**config.mk**
```make
export PLATFORM = sky130hd
export DESIGN_NAME = noc_recv_dma
export DESIGN_NICKNAME = d
export VERILOG_FILES = /design/src/rtl/noc_recv_dma.sv
export SDC_FILE = /design/constraint.sdc
export NUM_CORES = 1
export LEC_CHECK = 0
export BUFFER_PORTS_ARGS = -buffer_cell sky130_fd_sc_hd__clkbuf_2
export CAP_MARGIN = 20
export CORE_ASPECT_RATIO = 1.1
export CORE_MARGIN = 2
export CORE_UTILIZATION = 48
export CTS_CLUSTER_SIZE = 14
export DETAILED_ROUTE_END_ITERATION = 10
export GPL_TIMING_DRIVEN = 0
export PLACE_DENSITY_LB_ADDON = 0.3
export SYNTH_ARGS = -nofsm -noshare
export SYNTH_HDL_FRONTEND = slang
export SYNTH_SLANG_ARGS = --single-unit
```
**constraint.sdc**
```tcl
create_clock -name clock -period 7.17 [get_ports clock]
set_clock_uncertainty 0.1 [all_clocks]
set_input_delay 0.717 -clock clock [delete_from_list [all_inputs] [get_ports clock]]
set_output_delay 0.717 -clock clock [all_outputs]
set_load 0.03 [all_outputs]
```
**src/rtl/noc_recv_dma.sv**
```systemverilog
// NoC receive DMA: buffers flits from a router local port and writes packet payloads into RAM.
// Optional RECV_DEST_CHECK_EN drops packets whose header does not match ADDRESS and counts them.
module noc_recv_dma #(
    parameter int FLIT_WIDTH   = 16,
    parameter int MEMORY_WIDTH = 32,
    parameter int RAM_MSIZE    = 65536,
    parameter int FIFO_DEPTH   = 4,
    parameter int ADDRESS      = 0
) (
    input  logic                    clock,
    input  logic                    reset,
    input  logic                    rx,
    input  logic [FLIT_WIDTH-1:0]   data_i,
    output logic                    credit_o,
    output logic [31:0]             mem_addr_out,
    output logic [MEMORY_WIDTH-1:0] mem_data_out,
    output logic                    mem_wb_out,
    input  logic [31:0]             recv_addr_in,
    input  logic                    recv_cmd_in,
    output logic [31:0]             recv_size_out,
    output logic [31:0]             recv_addr_out,
    output logic                    irq_recv_size_out,
    output logic                    irq_recv_hshk_out,
`ifdef RECV_DEST_CHECK_EN
    output logic [7:0]              drop_count_out,
`endif
    output logic [7:0]              state_recv_out
);

    localparam int AW = $clog2(FIFO_DEPTH);
    localparam int CW = AW + 1;
    localparam logic [CW-1:0] DEPTH_C  = CW'(FIFO_DEPTH);
    localparam logic [31:0]   RAM_MASK = 32'(RAM_MSIZE - 1);

    localparam logic [2:0] S_IDLE     = 3'd0;
    localparam logic [2:0] S_SIZE     = 3'd1;
    localparam logic [2:0] S_WAIT_CMD = 3'd2;
    localparam logic [2:0] S_PAYLOAD  = 3'd3;
    localparam logic [2:0] S_DONE     = 3'd4;
`ifdef RECV_DEST_CHECK_EN
    localparam logic [2:0] S_DISC_SIZE = 3'd5;
    localparam logic [2:0] S_DISC_PAY  = 3'd6;
    localparam logic [31:0] NODE_ADDR  = 32'(ADDRESS);
`endif

    logic [FLIT_WIDTH-1:0] fifo_mem [FIFO_DEPTH];
    logic [AW-1:0]         rd_ptr, wr_ptr;
    logic [CW-1:0]         count, count_next;
    logic                  push, pop, empty;
    logic [FLIT_WIDTH-1:0] head;

    logic [2:0]            state;
    logic [FLIT_WIDTH-1:0] remaining;
    logic [FLIT_WIDTH-1:0] hi_flit;
    logic                  half;

    assign push  = rx && credit_o;
    assign empty = (count == '0);
    assign head  = fifo_mem[rd_ptr];

    // Pops happen only in states that consume flits; WAIT_CMD and DONE let the FIFO fill.
    always_comb begin
        pop = 1'b0;
        case (state)
            S_IDLE, S_SIZE, S_PAYLOAD: pop = !empty;
`ifdef RECV_DEST_CHECK_EN
            S_DISC_SIZE, S_DISC_PAY:   pop = !empty;
`endif
            default:                   pop = 1'b0;
        endcase
    end

    always_comb begin
        count_next = count;
        case ({push, pop})
            2'b10:   count_next = count + 1'b1;
            2'b01:   count_next = count - 1'b1;
            default: count_next = count;
        endcase
    end

    always_ff @(posedge clock) begin
        if (push) fifo_mem[wr_ptr] <= data_i;
    end

    always_ff @(posedge clock or negedge reset) begin
        if (!reset) begin
            rd_ptr   <= '0;
            wr_ptr   <= '0;
            count    <= '0;
            credit_o <= 1'b1;
        end else begin
            if (push) wr_ptr <= wr_ptr + 1'b1;
            if (pop)  rd_ptr <= rd_ptr + 1'b1;
            count    <= count_next;
            credit_o <= (count_next < DEPTH_C);
        end
    end

    always_ff @(posedge clock or negedge reset) begin
        if (!reset) begin
            state         <= S_IDLE;
            remaining     <= '0;
            hi_flit       <= '0;
            half          <= 1'b0;
            recv_size_out <= '0;
            recv_addr_out <= '0;
            mem_addr_out  <= '0;
            mem_data_out  <= '0;
            mem_wb_out    <= 1'b0;
`ifdef RECV_DEST_CHECK_EN
            drop_count_out <= '0;
`endif
        end else begin
            mem_wb_out <= 1'b0;
            case (state)
                S_IDLE: if (pop) begin
`ifdef RECV_DEST_CHECK_EN
                    if (16'(head) != NODE_ADDR[15:0]) begin
                        state <= S_DISC_SIZE;
                        if (drop_count_out != 8'hFF) drop_count_out <= drop_count_out + 8'd1;
                    end else begin
                        state <= S_SIZE;
                    end
`else
                    state <= S_SIZE;
`endif
                end
                S_SIZE: if (pop) begin
                    recv_size_out <= 32'(head);
                    remaining     <= head;
                    state         <= S_WAIT_CMD;
                end
                S_WAIT_CMD: if (recv_cmd_in) begin
                    recv_addr_out <= recv_addr_in;
                    half          <= 1'b0;
                    state         <= (remaining == '0) ? S_DONE : S_PAYLOAD;
                end
                S_PAYLOAD: if (pop) begin
                    // First flit of a pair fills the upper half; an unpaired last flit is written with zero below.
                    if (!half) begin
                        hi_flit <= head;
                        if (remaining == 1) begin
                            mem_wb_out    <= 1'b1;
                            mem_addr_out  <= (recv_addr_out & RAM_MASK) >> 2;
                            mem_data_out  <= {head, {FLIT_WIDTH{1'b0}}};
                            recv_addr_out <= recv_addr_out + 32'd4;
                        end else begin
                            half <= 1'b1;
                        end
                    end else begin
                        half          <= 1'b0;
                        mem_wb_out    <= 1'b1;
                        mem_addr_out  <= (recv_addr_out & RAM_MASK) >> 2;
                        mem_data_out  <= {hi_flit, head};
                        recv_addr_out <= recv_addr_out + 32'd4;
                    end
                    remaining <= remaining - 1'b1;
                    if (remaining == 1) state <= S_DONE;
                end
                S_DONE: if (!recv_cmd_in) state <= S_IDLE;
`ifdef RECV_DEST_CHECK_EN
                S_DISC_SIZE: if (pop) begin
                    remaining <= head;
                    state     <= (head == '0) ? S_IDLE : S_DISC_PAY;
                end
                S_DISC_PAY: if (pop) begin
                    remaining <= remaining - 1'b1;
                    if (remaining == 1) state <= S_IDLE;
                end
`endif
                default: state <= S_IDLE;
            endcase
        end
    end

    assign irq_recv_size_out = (state == S_WAIT_CMD);
    assign irq_recv_hshk_out = (state == S_DONE);
    assign state_recv_out    = {5'b0, state};

endmodule

```
==> reports/metrics.yaml, run 1 <==
critical_path:
  data_arrival_time_of_the_critical_path_ns: 2.95
  crit_path_top_delay_cell: "nor2_1"
  criticalPathCategory: "flop to flop"
  r2r-start: "count[0]"
  timing.critical_path.cells: "or3_1, buf_4, nand3_2, nor2_1, buf_2, mux2_2"
  r2r-end: "recv_size_out[8]"
  worst_setup_path_end_kind: "flop"
  reg2reg_setup_slack_ns: 4.50
  cp_data_required_time_ns: 7.45
  cp_max_fo: 10
  rr_worst_depth: 6
  critical-path-max-stage-delay_ns: 0.70
  critical_path_launch_point_type: "flop"
cells_and_area:
  utilization_pct: 59.4
  num_antenna_cells: 0
  num-fill-cells: 1628
  finish.net_count: 1051
  drive_above_1_share_pct: 31.8
  register_area_um2: 5400
  area_growth_pct: 20.9
  area_used_by_multi_input_combinational_logic_um2: 3620
drt:
  routed_via_density: 5.63
  drt_wl_total_mm: 24.2
  antenna_violating_nets_post_route: 0
  detail_route.drc_violations: 0
  detailroute.via_count: 7055
  drtIter0Drc: 611
  avgRoutedWirePerCell_um: 19.4
  drt_pass1_iterations: 5
pwr:
  p_leak_uw: 0.00497
  power.ir.vdd_worst_uv: 288
  combPwrFrac_pct: 45.8
  part_of_the_power_in_the_clock_network_pct: 19.6
  power_density_nw_per_um2: 512
  cellInternalPower_uw: 3290
  seq_power_share_pct: 34.7
  power.switching_fraction_pct: 43.6
  switchingPower_uw: 2540
global_routing:
  grt-ovfl-total: 0
  first_global_vias: 6954
  grt.total_usage_pct: 23.8
  largest_net_degree_at_the_start_of_global_routing: 95
  antenna_found_initial: 0
  grt_first_pass_wirelength_mm: 37.7
placement:
  place.gp.congestion: 0.901
  hpwl_mm: 17.0
  numPortBuffers: 152
die:
  initial_core_util_pct: 49.2
  dieArea_um2: 20800
  die_width_um: 138
  die-height_um: 151
  core_area_um2: 19200
  ios: 192
  row_count: 53
cts:
  number_of_buffers_created_by_cts: 23
  cts_tree: "done"
  clk-insertion-delay-late_ns: 0.51
  cts_resized: 0
  cts_max_level: 1
  cts_post_setup_buffers_inserted: 0
  cts.sinks: 203
  cts.path.max_buffers: 3
  hold_buffers: 0
  cts_root_buf: "clkbuf_16"
  cts.reportedPaths.clkPinSlew_ns: 0.06
yosys:
  synth-seq-cells: 203
  synth.yosys.warnings: 0
  synth_area_um2: 9420
  postSynthCellCount: 774
  netlist-cell-type-count: 68
  synth.avg_cell_area_um2: 12.2
  synth_top_flop_cell: "dfrtp_1"
  yosysTopAreaCell: "dfrtp_1"
  synth_enable_flop_cells: 64
  synth_area_leaders: "dfrtp_1, edfxtp_1, mux2_2"
  yosysTopAreaCellShare_pct: 36.7
  postSynth.asyncResetShare_pct: 68.5
  sequential_element_share_of_the_synthesized_area_pct: 57.3
sta:
  finalCritPeriodShare_pct: 37.3
  hold_violations: 0
  setup_violations: 0
  final_number_of_max_transition_violations: 0
  unrepaired_setup_endpoints_after_global_routing: "no"
  clock.fmax_mhz: 374
  slew-limit-headroom_pct: 40.1
  period_needed_ns: 2.67
  totalNegativeSetupSlack_ns: 0
  transition_time_at_the_pin_with_the_least_slew_margin_ns: 0.898
min_path:
  min_path_type: "input pin to async pin"
run:
  max_cap_violations: 0
run_status:
  status: "finished clean"
worst max-delay path: cells and delay by family (launching register included):
kind / cells / cell delay (ns)
AND/OR/NAND/NOR: 3 / 1.06
buffers and inverters: 2 / 0.58
flip-flops: 1 / 0.43
multiplexers: 1 / 0.37
Yosys cell counts (16+ instances only):
cell type  instances
nand2_1           60
nand3_1           21
dfrtp_1          138
mux2_2            48
mux4_2            16
a22o_1            20
a21oi_1           45
buf_2             16
o21ai_0           53
buf_4             40
nor2_1            31
mux2i_1           20
edfxtp_1          64
clkbuf_1          24
worst max-delay path by stage:
stage | cells after the start | slack [ns] | start | endpoint
after floorplan | 3 | 4.77 | state[1] | irq_recv_hshk_out
after CTS | 6 | 4.47 | count[0] | recv_size_out[7]
after detailed placement | 8 | 4.46 | recv_cmd_in | recv_addr_out[3]
after global routing | 6 | 4.34 | count[0] | recv_size_out[8]
after global placement | 1 | 2.86 | reset | recv_size_out[11]
final | 6 | 4.50 | count[0] | recv_size_out[8]
power by group through the flow:
stage                     Sequential [uW]  Combinational (uW)  Clock (uW)
final                                2020                2670        1140
after global routing                 2080                2890        1210
after CTS                            2020                2680        1160
after detailed placement             2030                2680           0
after global placement               2020                2630           0
after floorplan                      2450                1400           0
state kept, by name (all words and copies together) (netlist names), 3 cells and up, named ones only:
| signal | cells |
|---|---|
| fifo_mem | 64 |
| mem_data_out | 32 |
| recv_addr_out | 32 |
| hi_flit | 16 |
| recv_size_out | 16 |
| remaining | 16 |
| mem_addr_out | 14 |
| state | 3 |
metrics by stage:
stage	instances	area, um^2	worst slack (ns)	power, uW	hold WS, ns
floorplan	812	9560	4.77	3860	0.321
global placement	1211	10600	2.86	4640	0.366
detailed placement	1212	10700	4.46	4710	0.373
CTS	1252	11400	4.47	5860	0.0501
global route	1252	11400	4.34	6180	0.0720
finish	1252	11400	4.50	5830	0.0529
cell type report:
cell class                      count  share of cell area (%)
Timing Repair Buffer              153                    7.00
Buffer                             85                    4.36
Multi-Input combinational cell    512                    31.8
Sequential cell                   203                    47.4
Inverter                           12                   0.395
Tap cell                          247                    2.71
Clock inverter                      8                   0.824
Clock buffer                       32                    5.52
layout by cell type (no fill, tap or decap), types with 14 or more instances in the layout:
master	count
and3_1	14
nor2_1	31
clkbuf_1	31
mux2i_1	20
clkbuf_16	23
dfrtp_1	138
a21oi_1	45
nor3_1	15
clkbuf_2	151
mux4_2	16
nand3_1	21
a22o_1	20
nand2_1	60
edfxtp_1	64
mux2_2	48
o21ai_0	53
conb_1	39
buf_4	40
buf_2	16
per-layer routing:
layer	GRT usage, %	part of all wire (%)	up-vias
met5	0	0	-
met2	39.7	49	357
met1	31.8	40	3407
met3	4.92	9.5	35
li1	-	-	3256
met4	6.19	1.9	0
logic make-up after synthesis:
family          synth area share [%]
buf+inv                         5.75
other cells                   0.0398
mux                             11.8
compound gates                  12.7
flops                           57.3
xor+xnor                       0.558
fa+ha+maj                       1.28
simple gates                    10.6
(Power assumes the default switching activity.)
==> inputs of run 2 (changes only) <==
Clock period 7.17 ns to 2.45 ns, I/O delays scaled along.
==> reports/metrics.yaml, run 2 (synthesis gave the netlist of run 1 again) <==
critical_path:
  worst_setup_path_end_kind: "flop"
  crit_path_top_delay_cell: "dfrtp_1"
  timing.critical_path.cells: "inv_1, ha_1, nor4b_2, and4_1, buf_2, o211ai_4, buf_4, buf_4, mux2_2"
  critical_path_buf_inv_count: 4  # +2
  critPathMostFrequentCell: "buf_4"
  critical_path_launch_point_type: "flop"
  timing.critical_path.max_delay_family: "buffers and inverters"
  data_arrival_time_of_the_critical_path_ns: 2.70  # -0.25 ns
  critical-path-max-stage-delay_ns: 0.38  # -0.32 ns
  cp_data_required_time_ns: 2.73  # -4.72 ns
  cp_max_fo: 7  # -3
  criticalPathCategory: "flop to flop"
drt:
  detailroute.wirelength.met3_mm: 2.21  # -3.7%
  antenna_violating_nets_post_route: 0  # unchanged
  detailed_routed_wire_length_on_met2_mm: 12.6  # +6.7%
  detail_route.drc_violations: 0  # unchanged
  drt_pass1_iterations: 5  # unchanged
  avgRoutedWirePerCell_um: 19.4  # +0.30%
  m1WireLength_mm: 10.0  # +3.5%
  drt_wl_total_mm: 25.3  # +4.4%
  highest_layer: "met4"
  routed_via_density: 5.60  # -0.54%
  detailroute.via_count: 7303  # +3.5%
  drtIter0Drc: 621  # +1.6%
cells_and_area:
  max_flop_register: "fifo_mem"
  num-fill-cells: 1550  # -4.8%
  final_area_um2: 12000  # +5.0%
  drive_above_1_share_pct: 33.3  # +1.5 points
  num_antenna_cells: 0  # unchanged
  area_growth_pct: 27.0
  finish.cell_count_without_fillers: 1303  # +4.1%
  area_used_by_multi_input_combinational_logic_um2: 3680  # +1.6%
  register_area_um2: 5400  # unchanged
  finish.net_count: 1102  # +4.9%
  largest_registers_ranked_by_flip_flop_count: "fifo_mem x64, mem_data_out x32, recv_addr_out x32"
  layout.cells.most_common: "clkbuf_2"
  flip_flop_count_of_the_largest_register_after_layout: 64  # unchanged
  top_library_cells_by_usage_in_the_layout_fill_and_taps_aside: "clkbuf_2, dfrtp_1, edfxtp_1, nand2_1, o21ai_0"
cts:
  cts_tree: "done"
  number_of_buffers_created_by_cts: 23  # unchanged
  clk-insertion-delay-late_ns: 0.51  # about the same
  cts.sinks: 203  # unchanged
  cts_root_buf: "clkbuf_16"
  cts.reportedPaths.clkPinSlew_ns: 0.06  # about the same
  cts_max_level: 1  # unchanged
  cts.path.max_buffers: 3  # unchanged
sta:
  slew-limit-headroom_pct: 40.2  # +0.10 points
  period_needed_ns: 2.41  # -0.259 ns
  clock.fmax_mhz: 414  # +11%
  hold_violations: 0  # unchanged
  setup_violations: 0  # unchanged
  transition_time_at_the_pin_with_the_least_slew_margin_ns: 0.896  # -0.00152 ns
  final_number_of_max_transition_violations: 0  # unchanged
  unrepaired_setup_endpoints_after_global_routing: "yes"
  finalCritPeriodShare_pct: 98.6  # +61 points
  totalNegativeSetupSlack_ns: 0  # unchanged
pwr:
  p_leak_uw: 0.00523  # +5.3%
  design_power_total_uw: 17300  # +200%
  power.ir.vdd_worst_uv: 894  # +210%
  power_density_nw_per_um2: 1450  # +180%
global_routing:
  grt-ovfl-total: 0  # unchanged
  antenna_found_initial: 0  # unchanged
  grt.total_usage_pct: 24.4  # +0.61 points
  largest_net_degree_at_the_start_of_global_routing: 95  # unchanged
  first_global_vias: 7232  # +4.0%
  grt_first_pass_wirelength_mm: 38.7  # +2.6%
die:
  core_area_um2: 19200  # unchanged
  dieArea_um2: 20800  # unchanged
  die-height_um: 151  # unchanged
  ios: 192  # unchanged
  initial_core_util_pct: 49.2  # unchanged
  die_width_um: 138  # unchanged
  row_count: 53  # unchanged
run_status:
  status: "finished clean"
run:
  max_cap_violations: 0  # unchanged
min_path:
  min_path_type: "input pin to flop"
placement:
  numPortBuffers: 152  # unchanged
  postPlaceCellArea_um2: 10700  # unchanged
  placed_instance_count: 1212  # unchanged
  hpwl_mm: 17.0  # unchanged
  place.gp.congestion: 0.901  # unchanged
-- run 2: path summary, 6_finish.rpt --
path / slack [ns] / to / start / cells past startpoint
setup reg to reg: 0.04 / mem_addr_out[1] / remaining[1] / 9
max in group asynchronous: 1.31 / recv_size_out[7] / reset / 3
hold reg to reg: 0.38 / mem_data_out[29] / mem_data_out[29] / 2
hold / removal: 0.01 / recv_addr_out[10] / recv_addr_in[10] / 3
min in group asynchronous: 0.15 / recv_addr_out[23] / reset / 2
setup / recovery: 0.04 / mem_addr_out[1] / remaining[1] / 9
-- run 2: where the power goes --
group | switching, uW | internal (uW)
clock | 1350 | 2000
sequential | 1100 | 4830
combinational | 5110 | 2940
-- run 2: final cells by class --
class,instances,area share (%)
Buffer,85,4.38
Clock buffer,32,5.26
Clock inverter,8,0.785
Inverter,12,0.377
Multi-Input combinational cell,512,30.7
Sequential cell,203,45.2
Tap cell,247,2.58
Timing Repair Buffer,204,10.7
-- run 2: timing repair --
action / CTS / global route
pin swaps: 0 / 5
endpoints found under the hold margin: 131 / 0
endpoints found under the setup margin: 32 / 86
buffers inserted: 1 / 10
gates resized for setup: 9 / 28
hold buffers: 40 / 0
-- run 2: worst min-delay path, stage by stage --
cell and delay [ns]:
clkbuf_2 0.08, o22ai_1 0.07, a2bb2oi_1 0.16
-- run 2: through the flow --
step                      hold slack [ns]  setup WS, ns  utilization [%]
after floorplan                    -0.151         0.165                -
after global placement              0.362         -1.39             55.5
after detailed placement            0.118        -0.231             55.7
after CTS                         0.00221       0.00338             61.7
after global routing               0.0185       -0.0292             62.4
final                              0.0134        0.0355             62.4
-- run 2: layer usage --
| layer | vias to the layer above | global-route usage (%) |
|---|---|---|
| met4 | 0 | 6.44 |
| met3 | 45 | 5.42 |
| met5 | - | 0 |
| li1 | 3355 | - |
| met2 | 338 | 41.5 |
| met1 | 3565 | 31.7 |
==> inputs of run 3 (changes only) <==
Settings changed: PLACE_DENSITY set to 0.85, PLACE_DENSITY_LB_ADDON 0.3 to not set.
==> reports/metrics.yaml, run 3 (synthesis gave the netlist of run 1 again) <==
run_status:
  status: "finished clean"
die:
  ios: 192  # unchanged
  die_width_um: 138  # unchanged
  row_count: 53  # unchanged
  dieArea_um2: 20800  # unchanged
  core_area_um2: 19200  # unchanged
  die-height_um: 151  # unchanged
  initial_core_util_pct: 49.2  # unchanged
min_path:
  min_path_type: "input pin to flop"
  worst_hold_path.num_cells: 3  # unchanged
  min_from: "rx"
  hold_path_end: "wr_ptr[0]"
placement:
  dpl_worst_slack_ns: -0.198  # +0.0333 ns
  hpwl_mm: 17.4  # +2.1%
  place.gp.congestion: 0.899  # -0.28%
  postPlaceCellArea_um2: 10700  # unchanged
  numPortBuffers: 152  # unchanged
  placed_instance_count: 1212  # unchanged
cts:
  cts.path.max_buffers: 3  # unchanged
  clk-insertion-delay-late_ns: 0.52  # about the same
  cts.sinks: 203  # unchanged
  cts_root_buf: "clkbuf_16"
  cts_tree: "done"
  cts.reportedPaths.clkPinSlew_ns: 0.06  # about the same
  cts_max_level: 1  # unchanged
  number_of_buffers_created_by_cts: 22  # -4.3%
global_routing:
  first_global_vias: 7289  # +0.79%
  grt-ovfl-total: 0  # unchanged
  grt_first_pass_wirelength_mm: 38.6  # -0.28%
  antenna_found_initial: 0  # unchanged
  largest_net_degree_at_the_start_of_global_routing: 107  # +13%
  grt.total_usage_pct: 24.1  # -0.28 points
critical_path:
  data_arrival_time_of_the_critical_path_ns: 2.68  # -0.02 ns
  reg2reg_setup_slack_ns: 0.08  # +0.04 ns
  r2r-start: "count[0]"
  criticalPathCategory: "flop to flop"
  cp_data_required_time_ns: 2.76  # +0.03 ns
  critical_path_launch_point_type: "flop"
  cp_max_fo: 10  # +3
  rr_worst_depth: 8  # -1
  worst_setup_path_end_kind: "flop"
  r2r-end: "recv_addr_out[19]"
drt:
  detailroute.via_count: 7524  # +3.0%
  antenna_violating_nets_post_route: 0  # unchanged
  detailed_routed_wire_length_on_met2_mm: 12.7  # +1.3%
  m1WireLength_mm: 9.92  # -1.0%
  routed_via_density: 5.79  # +3.3%
  avgRoutedWirePerCell_um: 19.7  # +1.7%
  drtIter0Drc: 721  # +16%
  highest_layer: "met4"
  drt_wl_total_mm: 25.7  # +1.4%
  drt_pass1_iterations: 6  # +1
  detailroute.wirelength.met3_mm: 2.40  # +8.6%
  detail_route.drc_violations: 0  # unchanged
cells_and_area:
  finish.net_count: 1099  # -0.27%
  max_flop_register: "fifo_mem"
  top_library_cells_by_usage_in_the_layout_fill_and_taps_aside: "clkbuf_2, dfrtp_1, edfxtp_1, nand2_1, o21ai_0"
  area_growth_pct: 26.6
  num_antenna_cells: 0  # unchanged
  final_area_um2: 11900  # -0.29%
  drive_above_1_share_pct: 32.9  # -0.47 points
  layout.cells.most_common: "clkbuf_2"
  num-fill-cells: 1518  # -2.1%
  finish.cell_count_without_fillers: 1300  # -0.23%
  largest_registers_ranked_by_flip_flop_count: "fifo_mem x64, mem_data_out x32, recv_addr_out x32"
  flip_flop_count_of_the_largest_register_after_layout: 64  # unchanged
sta:
  slew-limit-headroom_pct: 43.6  # +3.4 points
  period_needed_ns: 2.37  # -0.0441 ns
  totalNegativeSetupSlack_ns: 0  # unchanged
  final_number_of_max_transition_violations: 0  # unchanged
  hold_violations: 0  # unchanged
  transition_time_at_the_pin_with_the_least_slew_margin_ns: 0.846  # -0.0506 ns
  setup_violations: 0  # unchanged
  clock.fmax_mhz: 422  # +1.9%
  worst_path_setup_slack_after_routing_ns: 0.0797  # +0.0441 ns
  finalCritPeriodShare_pct: 96.7  # -1.8 points
pwr:
  power_density_nw_per_um2: 1450  # about the same
  p_leak_uw: 0.00519  # -0.67%
  design_power_total_uw: 17300  # -0.30%
  power.ir.vdd_worst_uv: 1210  # +36%
run:
  max_cap_violations: 0  # unchanged
[run 3: cell types whose count changed in the layout (fill, tap and decap cells not counted), moves of 2 or more]
cell	delta
buf_4	-4
clkbuf_2	+2
clkinvlp_4	+2
dlygate4sd3_1	+2
[run 3: power by group]
part / leakage, uW / total, uW / switching (uW) / internal, uW
logic: 0.00262 / 8190 / 5200 / 2980
registers: 0.00225 / 5930 / 1100 / 4830
clock network: 0.000330 / 3170 / 1360 / 1810
[run 3: worst max path at each step]
stage | from | endpoint | slack (ns)
final | count[0] | recv_addr_out[19] | 0.08
after global routing | count[0] | credit_o | -0.02
after CTS | rd_ptr[1] | mem_data_out[22] | 0.002
after detailed placement | count[0] | recv_size_out[13] | -0.20
after global placement | reset | recv_size_out[6] | -1.33
after floorplan | count[0] | credit_o | 0.16
[run 3: stage by stage]
| step | hold WS (ns) | utilization [%] |
|---|---|---|
| detailed placement | 0.0696 | 55.7 |
| global route | 0.0367 | 62.2 |
| global placement | 0.362 | 55.5 |
| finish | 0.0197 | 62.2 |
| floorplan | -0.151 | - |
| CTS | 0.00298 | 61.7 |
[run 3: final cells by class]
class,count,area (um^2),area share (%)
flip-flops and latches,203,5400,45.3
multi-input cells,512,3670,30.8
repair buffers,202,1280,10.8
clock buffers,30,591,4.95
plain buffers,85,526,4.41
well taps,247,309,2.59
clock inverters,9,98.8,0.829
inverters,12,45.0,0.378
[run 3: routing by layer]
layer | GRT usage, % | vias to the layer above
met5 | 0 | -
met4 | 7.89 | 0
met3 | 5.09 | 58
met2 | 41.2 | 413
met1 | 30.7 | 3704
li1 | - | 3349
[run 3: timing repair]
action                                 4_1_cts  5_1_grt
hold buffers                                42        0
gates resized for setup                      4       37
endpoints found under the hold margin      227        0
setup endpoints to repair                   45       87
buffers inserted                             3        4
pin swaps                                    2        3
[run 3: worst max-delay path: stages (launching register included)]
cell       delay [ns]
dfrtp_1          0.37
or3_1            0.41
buf_6            0.15
buf_12           0.13
a21o_1           0.14
buf_2            0.18
o21ai_2          0.21
buf_2            0.34
a2bb2oi_1        0.23
